==> config.mk <==
export PLATFORM = sky130hd
export DESIGN_NAME = rr_arbiter
export DESIGN_NICKNAME = d
export VERILOG_FILES = /design/src/rtl/rr_arbiter.sv
export SDC_FILE = /design/constraint.sdc
export NUM_CORES = 1
export LEC_CHECK = 0
export CORE_MARGIN = 1
export CORE_UTILIZATION = 30
export DETAILED_ROUTE_END_ITERATION = 6
export PLACE_DENSITY = 0.51
export SLEW_MARGIN = 20
export SYNTH_ARGS = -nofsm -noshare
export SYNTH_HDL_FRONTEND = slang
export SYNTH_SLANG_ARGS = --single-unit
==> constraint.sdc <==
create_clock -name clk -period 3.9 [get_ports clk]
set_clock_uncertainty 0.15 [all_clocks]
set_input_delay 0.39 -clock clk [delete_from_list [all_inputs] [get_ports clk]]
set_output_delay 0.39 -clock clk [all_outputs]
set_load 0.1 [all_outputs]
==> src/rtl/rr_arbiter.sv <==
// Round-robin arbiter for a shared mux/demux-steered resource: registered one-hot
// grant and binary select, break-before-make hand-over, optional hold-limit preemption.
module rr_arbiter #(
    parameter int N        = 4,
    parameter int SEL_W    = 2,
    parameter int MAX_HOLD = 16
) (
    input  logic             clk,
    input  logic             rst_n,
    input  logic [N-1:0]     req,
    output logic [N-1:0]     grant,
    output logic [SEL_W-1:0] sel,
    output logic             busy,
    output logic             preempt
);

    typedef enum logic [0:0] {
        IDLE  = 1'b0,
        GRANT = 1'b1
    } state_t;

    localparam int HOLD_W   = (MAX_HOLD > 2) ? $clog2(MAX_HOLD) : 1;
    localparam int HOLD_LIM = (MAX_HOLD > 0) ? (MAX_HOLD - 1) : 0;
    localparam logic [HOLD_W-1:0] HOLD_LIM_V = HOLD_W'(HOLD_LIM);
    localparam logic [N-1:0]      ONE_N      = N'(1);

    state_t            state_r, state_nxt_s;
    logic [SEL_W-1:0]  ptr_r, ptr_nxt_s;
    logic [HOLD_W-1:0] hold_cnt_r, hold_cnt_nxt_s;
    logic [N-1:0]      grant_r, grant_nxt_s;
    logic [SEL_W-1:0]  sel_r, sel_nxt_s;
    logic              preempt_r, preempt_nxt_s;
    logic              busy_r;

    logic [SEL_W-1:0]  winner_s;
    logic [SEL_W-1:0]  idx_s;
    logic              found_s;
    logic [N-1:0]      owner_mask_s;
    logic              owner_req_s;
    logic              others_s;
    logic              limit_hit_s;

    // Rotating priority scan: first requester after the last owner wins
    always_comb begin
        winner_s = '0;
        idx_s    = '0;
        found_s  = 1'b0;
        for (int k = 1; k <= N; k++) begin
            idx_s = SEL_W'((int'(ptr_r) + k) % N);
            if (!found_s && req[idx_s]) begin
                found_s  = 1'b1;
                winner_s = idx_s;
            end else begin
                found_s  = found_s;
            end
        end
    end

    // Owner status and hold-limit detection
    always_comb begin
        owner_mask_s = ONE_N << ptr_r;
        owner_req_s  = |(req & owner_mask_s);
        others_s     = |(req & ~owner_mask_s);
        limit_hit_s  = (MAX_HOLD != 0) && (hold_cnt_r == HOLD_LIM_V);
    end

    // Next-state and next-output logic; grant always drops for one IDLE cycle between owners
    always_comb begin
        state_nxt_s    = state_r;
        ptr_nxt_s      = ptr_r;
        hold_cnt_nxt_s = hold_cnt_r;
        grant_nxt_s    = '0;
        sel_nxt_s      = sel_r;
        preempt_nxt_s  = 1'b0;
        case (state_r)
            IDLE: begin
                if (found_s) begin
                    grant_nxt_s    = ONE_N << winner_s;
                    sel_nxt_s      = winner_s;
                    ptr_nxt_s      = winner_s;
                    hold_cnt_nxt_s = '0;
                    state_nxt_s    = GRANT;
                end else begin
                    state_nxt_s    = IDLE;
                end
            end
            GRANT: begin
                if (!owner_req_s) begin
                    state_nxt_s = IDLE;
                end else if (limit_hit_s && others_s) begin
                    // ptr stays on the evicted owner so it ranks last next time
                    preempt_nxt_s = 1'b1;
                    state_nxt_s   = IDLE;
                end else begin
                    grant_nxt_s = grant_r;
                    if (hold_cnt_r != HOLD_LIM_V) begin
                        hold_cnt_nxt_s = hold_cnt_r + HOLD_W'(1);
                    end else begin
                        hold_cnt_nxt_s = hold_cnt_r;
                    end
                end
            end
            default: begin
                state_nxt_s = IDLE;
            end
        endcase
    end

    // State and output registers
    always_ff @(posedge clk or negedge rst_n) begin
        if (!rst_n) begin
            state_r    <= IDLE;
            ptr_r      <= SEL_W'(N - 1);
            hold_cnt_r <= '0;
            grant_r    <= '0;
            sel_r      <= '0;
            preempt_r  <= 1'b0;
            busy_r     <= 1'b0;
        end else begin
            state_r    <= state_nxt_s;
            ptr_r      <= ptr_nxt_s;
            hold_cnt_r <= hold_cnt_nxt_s;
            grant_r    <= grant_nxt_s;
            sel_r      <= sel_nxt_s;
            preempt_r  <= preempt_nxt_s;
            busy_r     <= |grant_nxt_s;
        end
    end

    assign grant   = grant_r;
    assign sel     = sel_r;
    assign busy    = busy_r;
    assign preempt = preempt_r;

endmodule

==> summary.md, run 1 <==
| Metric | Value |
|---|---|
| FF+latch area | 377.9 um2 |
| TritonCTS clock tree | done |
| Pre-CTS WS | 0.9883 ns |
| Post-CTS Repair Setup Buffers | 0 |
| Total global routing overflow | 0 |
| Syn nets | around 110 |
| Post-Route WL | about 1900 um |
| Reg2reg start | ptr_r[0] |
| Fin worst setup slack | around 0.97 ns |
| CTS sink count | 15 |
| Placed cell count | roughly 150 |
| Multi-input logic area | roughly 510 um2 |
| Non-Filler Instances | around 150 |
| WS Path Type | flop to flop |
| Largest net degree at the start of global routing | 17 |
| P&R area growth vs syn | 17.70% |
| CP max FO | 16 |
| RSZ-0062 raised after global routing | no |
| Min-Delay Path Class | flop to flop |
| Clock Pin Slew Worst Setup and Hold Paths | around 0.090 ns |
| Min-delay src | sel[0] |
| Setup Viol. Count Final | 0 |
| Mean Syn Cell Area | about 10 um2 |
| Residual DRC count | 0 |
| Layout cells sized above 1 | 9.259% |
| Most used DFF post-synth | dfrtp_1 |
| Core area | roughly 0.0031 mm2 |
| Final-report hold violation count | 0 |
| Initial Util | around a third |
| CP max stage delay | between 0.7 and 0.8 ns |
| Critical Path RT | roughly 3.9 ns |
| Max Cap Viol | 0 |
| Global-route wire length before repair | 3111 um |
| Crit path cell chain | inv_1 -> ha_1 -> mux4_2 -> or2_1 -> o31a_1 -> or2_2 |
| R2R setup slack | 0.97 ns |
| Tcrit/Tclk final | ~75% |
| GP Congestion | around 0.87 |
| Root Driver | clkbuf_4 |
| Num CTS Buffers | 3 |
| Post-synth EDFFs | 0 |
| Yosys warning total | 0 |
| Hpwl dp | approximately 1400 um |
| Setup TNS | 0 ns |
| R2r worst-path depth | 6 |
| FP Rows | 20 |
| Wire per inst | ~13 um |
| Delay-heaviest family, CP | flip-flops |
| Nets | between 100 and 150 |
| Hold Path End | sel[0] |
| Relative slew slack | 34.94% |
| Chip height | between 50 and 60 um |
| Worst-Skew Late Latency | between 0.2 and 0.3 ns |
| R2R Path End | state_r |
| Die Area | around 0.0035 mm2 |
| First drt pass iteration count | 4 |
| Yosys reg bits | 15 |
| WP buf/inv | 1 |
| Total GRT Usage | 11.96% |
| Critical Path AT | a little under 3 ns |
| # IOs | 14 |
| CTS Hold Bufs | 0 |
| Number of port buffers | 13 |
| Synth Cell Area | a little under 0.001 mm2 |
| Slowest cell on crit path | dfstp_2 |
| Worst Setup Start Kind | flop |
| DR iter-0 viols | 13 |
| Worst Tran Pin Value | between 0.9 and 1 ns |
| Vias in the first global route | slightly below 700 |
| Final min period | 2.929 ns |
| Antenna-violating nets left | 0 |
| Fillers | 329 |
| Number of vias per cell | 5.092 |
| FFs w/ async S/R, synth | between 90% and 100% |
| Yosys cell types | 37 |
| CTS resizes | 0 |
| CTS H-tree lvls | 1 |
| Status | complete, no violations |
| Ant. Diodes | 0 |
| CTS Buffer Depth | 2 |
| Nature of the critical path endpoint | flop |
| F_max | around 0.34 GHz |
| Synth Instances | 97 |
| Die X | 58.82 um |
| Max Slew Vio Count | 0 |
| Initial antenna violation count | 0 |
| Sequential fraction of the synthesis area | around two fifths |
| Most frequent cells in the layout | dfrtp_1, clkdlybuf4s50_1, inv_1, nor2_1 |
| Depth of the worst hold-timing path | 2 |
| Vias | around 770 |
synth_stat cells, types with 2 or more instances:
master | number | area, um2
dfstp_2 | 2 | 52.55
a22oi_1 | 2 | 15.01
buf_6 | 2 | 22.52
mux4_2 | 4 | 90.09
clkbuf_1 | 2 | 7.510
xor2_1 | 2 | 17.52
o21ai_0 | 4 | 20.02
dfrtp_1 | 13 | 325.3
o32ai_1 | 2 | 17.52
ha_1 | 5 | 62.56
a21oi_1 | 5 | 25.02
a211oi_1 | 2 | 15.01
o22ai_1 | 2 | 12.51
nand2_1 | 5 | 18.77
nor2b_1 | 2 | 12.51
a22o_1 | 4 | 35.03
nor2_1 | 10 | 37.54
inv_1 | 10 | 37.54
cell type report:
class,count,share of cell area (%)
multi-input cells,66,45.01
clock buffers,4,2.305
inverters,10,3.293
repair buffers,13,11.42
well taps,44,4.830
flip-flops and latches,15,33.15
stage by stage:
| stage | util [%] | instance area [um2] | hold slack [ns] |
|---|---|---|---|
| 6_report | 37.34 | 1140 | 0.3593 |
| 5_1_grt | 37.34 | 1140 | 0.3797 |
| 4_1_cts | 37.34 | 1140 | 0.3644 |
| 3_5_place_dp | 36.48 | 1114 | 0.3441 |
| 3_3_place_gp | 36.48 | 1114 | 0.3479 |
| 2_1_floorplan | - | 968.4 | -0.05559 |
metal layers:
metal | part of all wire (%) | vias up | GRT usage (%) | wire, um
met3 | 3.0 | 2 | 3.956 | 57
met1 | 47 | 384 | 15.12 | 900
li1 | - | 377 | - | -
met2 | 49 | 11 | 19.64 | 935
met5 | 0 | - | 0 | 0
met4 | 0.99 | 0 | 3.061 | 19
cells by family (layout without fill, tap and decap cells):
kind of cell             count (synthesis)  after routing  synth area share (%)
AO/OA/AOI/OAI                           30             30                 22.48
flip-flops                              15             15                 39.02
adder cells (fa/ha/maj)                  5              5                 6.460
multiplexers                             5              5                 10.34
XOR/XNOR                                 3              3                 2.714
buffers and inverters                   16             27                 8.010
AND/OR/NAND/NOR                         23             23                 10.98
tightest hold or removal path, stage by stage, from the launching register on:
cell     delay (ns)
dfrtp_1        0.35
nor2_1         0.05
nor2_1         0.08
flip-flops by register name (all words and copies together), names as in the netlist:
name	flops
grant	4
hold_cnt_r	4
ptr_r	2
sel	2
busy	1
preempt	1
state_r	1
worst max-delay path by stage:
stage	startpoint	endpoint	slack [ns]	cells past startpoint
floorplan	ptr_r[0]	sel[0]	0.95	11
global placement	ptr_r[0]	state_r	1.03	6
detailed placement	ptr_r[0]	state_r	0.99	6
CTS	ptr_r[0]	state_r	0.97	6
global route	ptr_r[0]	state_r	0.83	6
finish	ptr_r[0]	state_r	0.97	6
Power of run 1 is left out: the tool's default activity adds up to more than one toggle a clock period on the data nets, which glitch-free logic cannot reach.
==> run 2, diff against run 1 <==
==> constraint.sdc (replaced) <==
create_clock -name clk -period 3 [get_ports clk]
set_clock_uncertainty 0.15 [all_clocks]
set_input_delay 0.3 -clock clk [delete_from_list [all_inputs] [get_ports clk]]
set_output_delay 0.3 -clock clk [all_outputs]
set_load 0.1 [all_outputs]
==> run 2 against run 1 <==
  * Hold slack got worse by 0.096 ns
  * Critical path type unchanged
  * Register-to-register slack got worse by 0.60 ns
  * Die area unchanged
  * Worst setup slack got worse by 0.60 ns
  * Fmax increased by 12%
  * Clock-buffer cell count decreased by 1
  * Critical path depth unchanged
  * Sequential cell count unchanged
  * Largest cell class unchanged
  * Cell area increased by 0.99%
  * Critical endpoint unchanged
==> summary.md, run 2 (synthesis gave the netlist of run 1 again) <==
| Metric | Value |
|---|---|
| Status | complete, no violations (unchanged) |
| RSZ-0062 raised after global routing | no (unchanged) |
| Worst Tran Pin Value | 0.6727 ns (was 0.9728 ns) |
| First drt pass iteration count | 4 (unchanged) |
| CP max stage delay | 0.63 ns (was 0.74 ns) |
| WP buf/inv | 2 (was 1) |
| Number of vias per cell | 5.135 (was 5.092) |
| CP max FO | 12 (was 16) |
| TritonCTS clock tree | done (unchanged) |
| Final Util | 37.70% (was 37.34%) |
| CTS resizes | 0 (unchanged) |
| Post-Route WL | 2052 um (was 1912 um) |
| DR iter-0 viols | 30 (was 13) |
| Nature of the critical path endpoint | flop (unchanged) |
| # IOs | 14 (unchanged) |
| Critical Path AT | 2.64 ns (was 2.94 ns) |
| Largest net degree at the start of global routing | 16 (was 17) |
| Most frequent cells in the layout | dfrtp_1, buf_4, inv_1, nor2_1 (was dfrtp_1, clkdlybuf4s50_1, inv_1, nor2_1) |
| Total GRT Usage | 12.67% (was 11.96%) |
| FF+latch area | 377.9 um2 (unchanged) |
| FP Rows | 20 (unchanged) |
| Global-route wire length before repair | 3318 um (was 3111 um) |
| Critical Path RT | 3.02 ns (was 3.92 ns) |
| Relative slew slack | 55.02% (was 34.94%) |
| Ant. Diodes | 0 (unchanged) |
| Hpwl dp | 1565 um (was 1421 um) |
| P&R area growth vs syn | 18.86% (was 17.70%) |
| Wire per inst | 13.15 um (was 12.58 um) |
| Post-CTS Repair Setup Buffers | 0 (unchanged) |
| Worst Setup Start Kind | flop (unchanged) |
| CTS sink count | 15 (unchanged) |
| Final instance area | 0.001151 mm2 (was 0.001140 mm2) |
| F_max | 0.3809 GHz (was 0.3414 GHz) |
| Chip height | 58.82 um (unchanged) |
| Vias | 801 (was 774) |
| Clock Pin Slew Worst Setup and Hold Paths | 0.10 ns (was 0.09 ns) |
| Setup Viol. Count Final | 0 (unchanged) |
| Most common cell after layout, fill and taps aside | dfrtp_1 |
| Die Area | 0.003459 mm2 (unchanged) |
| Max Slew Vio Count | 0 (unchanged) |
| Slowest cell on crit path | dfstp_2 (unchanged) |
| Antenna-violating nets left | 0 (unchanged) |
| Worst-Skew Late Latency | 0.29 ns (was 0.28 ns) |
| Die X | 58.82 um (unchanged) |
| Setup TNS | 0 ns (unchanged) |
| CTS Hold Bufs | 0 (unchanged) |
| Nets | 124 (was 120) |
| Number of port buffers | 13 (unchanged) |
| Residual DRC count | 0 (unchanged) |
| CTS Buffer Depth | 2 (unchanged) |
| Layout cells sized above 1 | 20.54% (was 9.259%) |
| Min-Delay Path Class | primary input to async pin (was flop to flop) |
| Num CTS Buffers | 3 (unchanged) |
| Initial Util | 31.72% (unchanged) |
| Final min period | 2.625 ns (was 2.929 ns) |
| Vias in the first global route | 704 (was 685) |
| Crit path cell chain | inv_1 -> ha_1 -> buf_4 -> mux4_2 -> o31a_1 -> or2_2 (was inv_1 -> ha_1 -> mux4_2 -> or2_1 -> o31a_1 -> or2_2) |
| Max Cap Viol | 0 (unchanged) |
| Fin worst setup slack | 0.3747 ns (was 0.9705 ns) |
| Fillers | 325 (was 329) |
| R2R setup slack | 0.37 ns (was 0.97 ns) |
| WS Path Type | flop to flop (unchanged) |
| Tcrit/Tclk final | 87.51% (was 75.11%) |
| Core area | 0.003053 mm2 (unchanged) |
| Initial antenna violation count | 0 (unchanged) |
| Final-report hold violation count | 0 (unchanged) |
| Cell area after placement | 0.001124 mm2 (was 0.001114 mm2) |
| Multi-input logic area | 513.0 um2 (unchanged) |
| Pre-CTS WS | 0.3641 ns (was 0.9883 ns) |
| Root Driver | clkbuf_4 (unchanged) |
| Total global routing overflow | 0 (unchanged) |
| CTS H-tree lvls | 1 (unchanged) |
| GP Congestion | 0.8494 (was 0.8715) |
| Delay-heaviest family, CP | flip-flops (unchanged) |
[run 2: changes by cell type in the layout (fill, tap and decap cells not counted), sizes merged]
cell           change
clkbuf             -1
clkinv             +1
clkdlybuf4s50      -8
buf               +12
[run 2: final cells by class]
| class | count | area share [%] |
|---|---|---|
| multi-input combinational | 66 | 44.57 |
| sequential | 15 | 32.83 |
| timing repair buffer | 17 | 12.17 |
| tap | 44 | 4.783 |
| inverter | 10 | 3.261 |
| clock buffer | 3 | 1.957 |
| clock inverter | 1 | 0.4348 |
[run 2: metal layers]
layer,routed length [um],global-route usage (%),vias up
li1,-,-,385
met1,939,17.49,395
met2,1020,20.29,21
met3,91,2.637,0
met4,0,3.061,0
met5,0,0,-
[run 2: through the flow]
step	hold slack (ns)	std cells
floorplan	-0.1456	97
global placement	0.3624	152
detailed placement	0.3553	152
CTS	0.2850	156
global route	0.3181	156
finish	0.2633	156
[run 2: worst register-to-register path, stage by stage, from the launching register on]
cell and delay [ns]:
dfstp_2 0.63, inv_1 0.11, ha_1 0.32, buf_4 0.16
mux4_2 0.35, o31a_1 0.46, or2_2 0.32
[run 2: final timing paths]
kind,from,to,depth (start not counted)
setup / recovery,ptr_r[1],state_r,6
min in group clk,sel[0],sel[0],2
hold / removal,rst_n,grant[3],1
max in group asynchronous,rst_n,state_r,1
setup reg to reg,ptr_r[1],state_r,6
hold reg to reg,sel[0],sel[0],2
Power of run 2 is left out for the same reason.
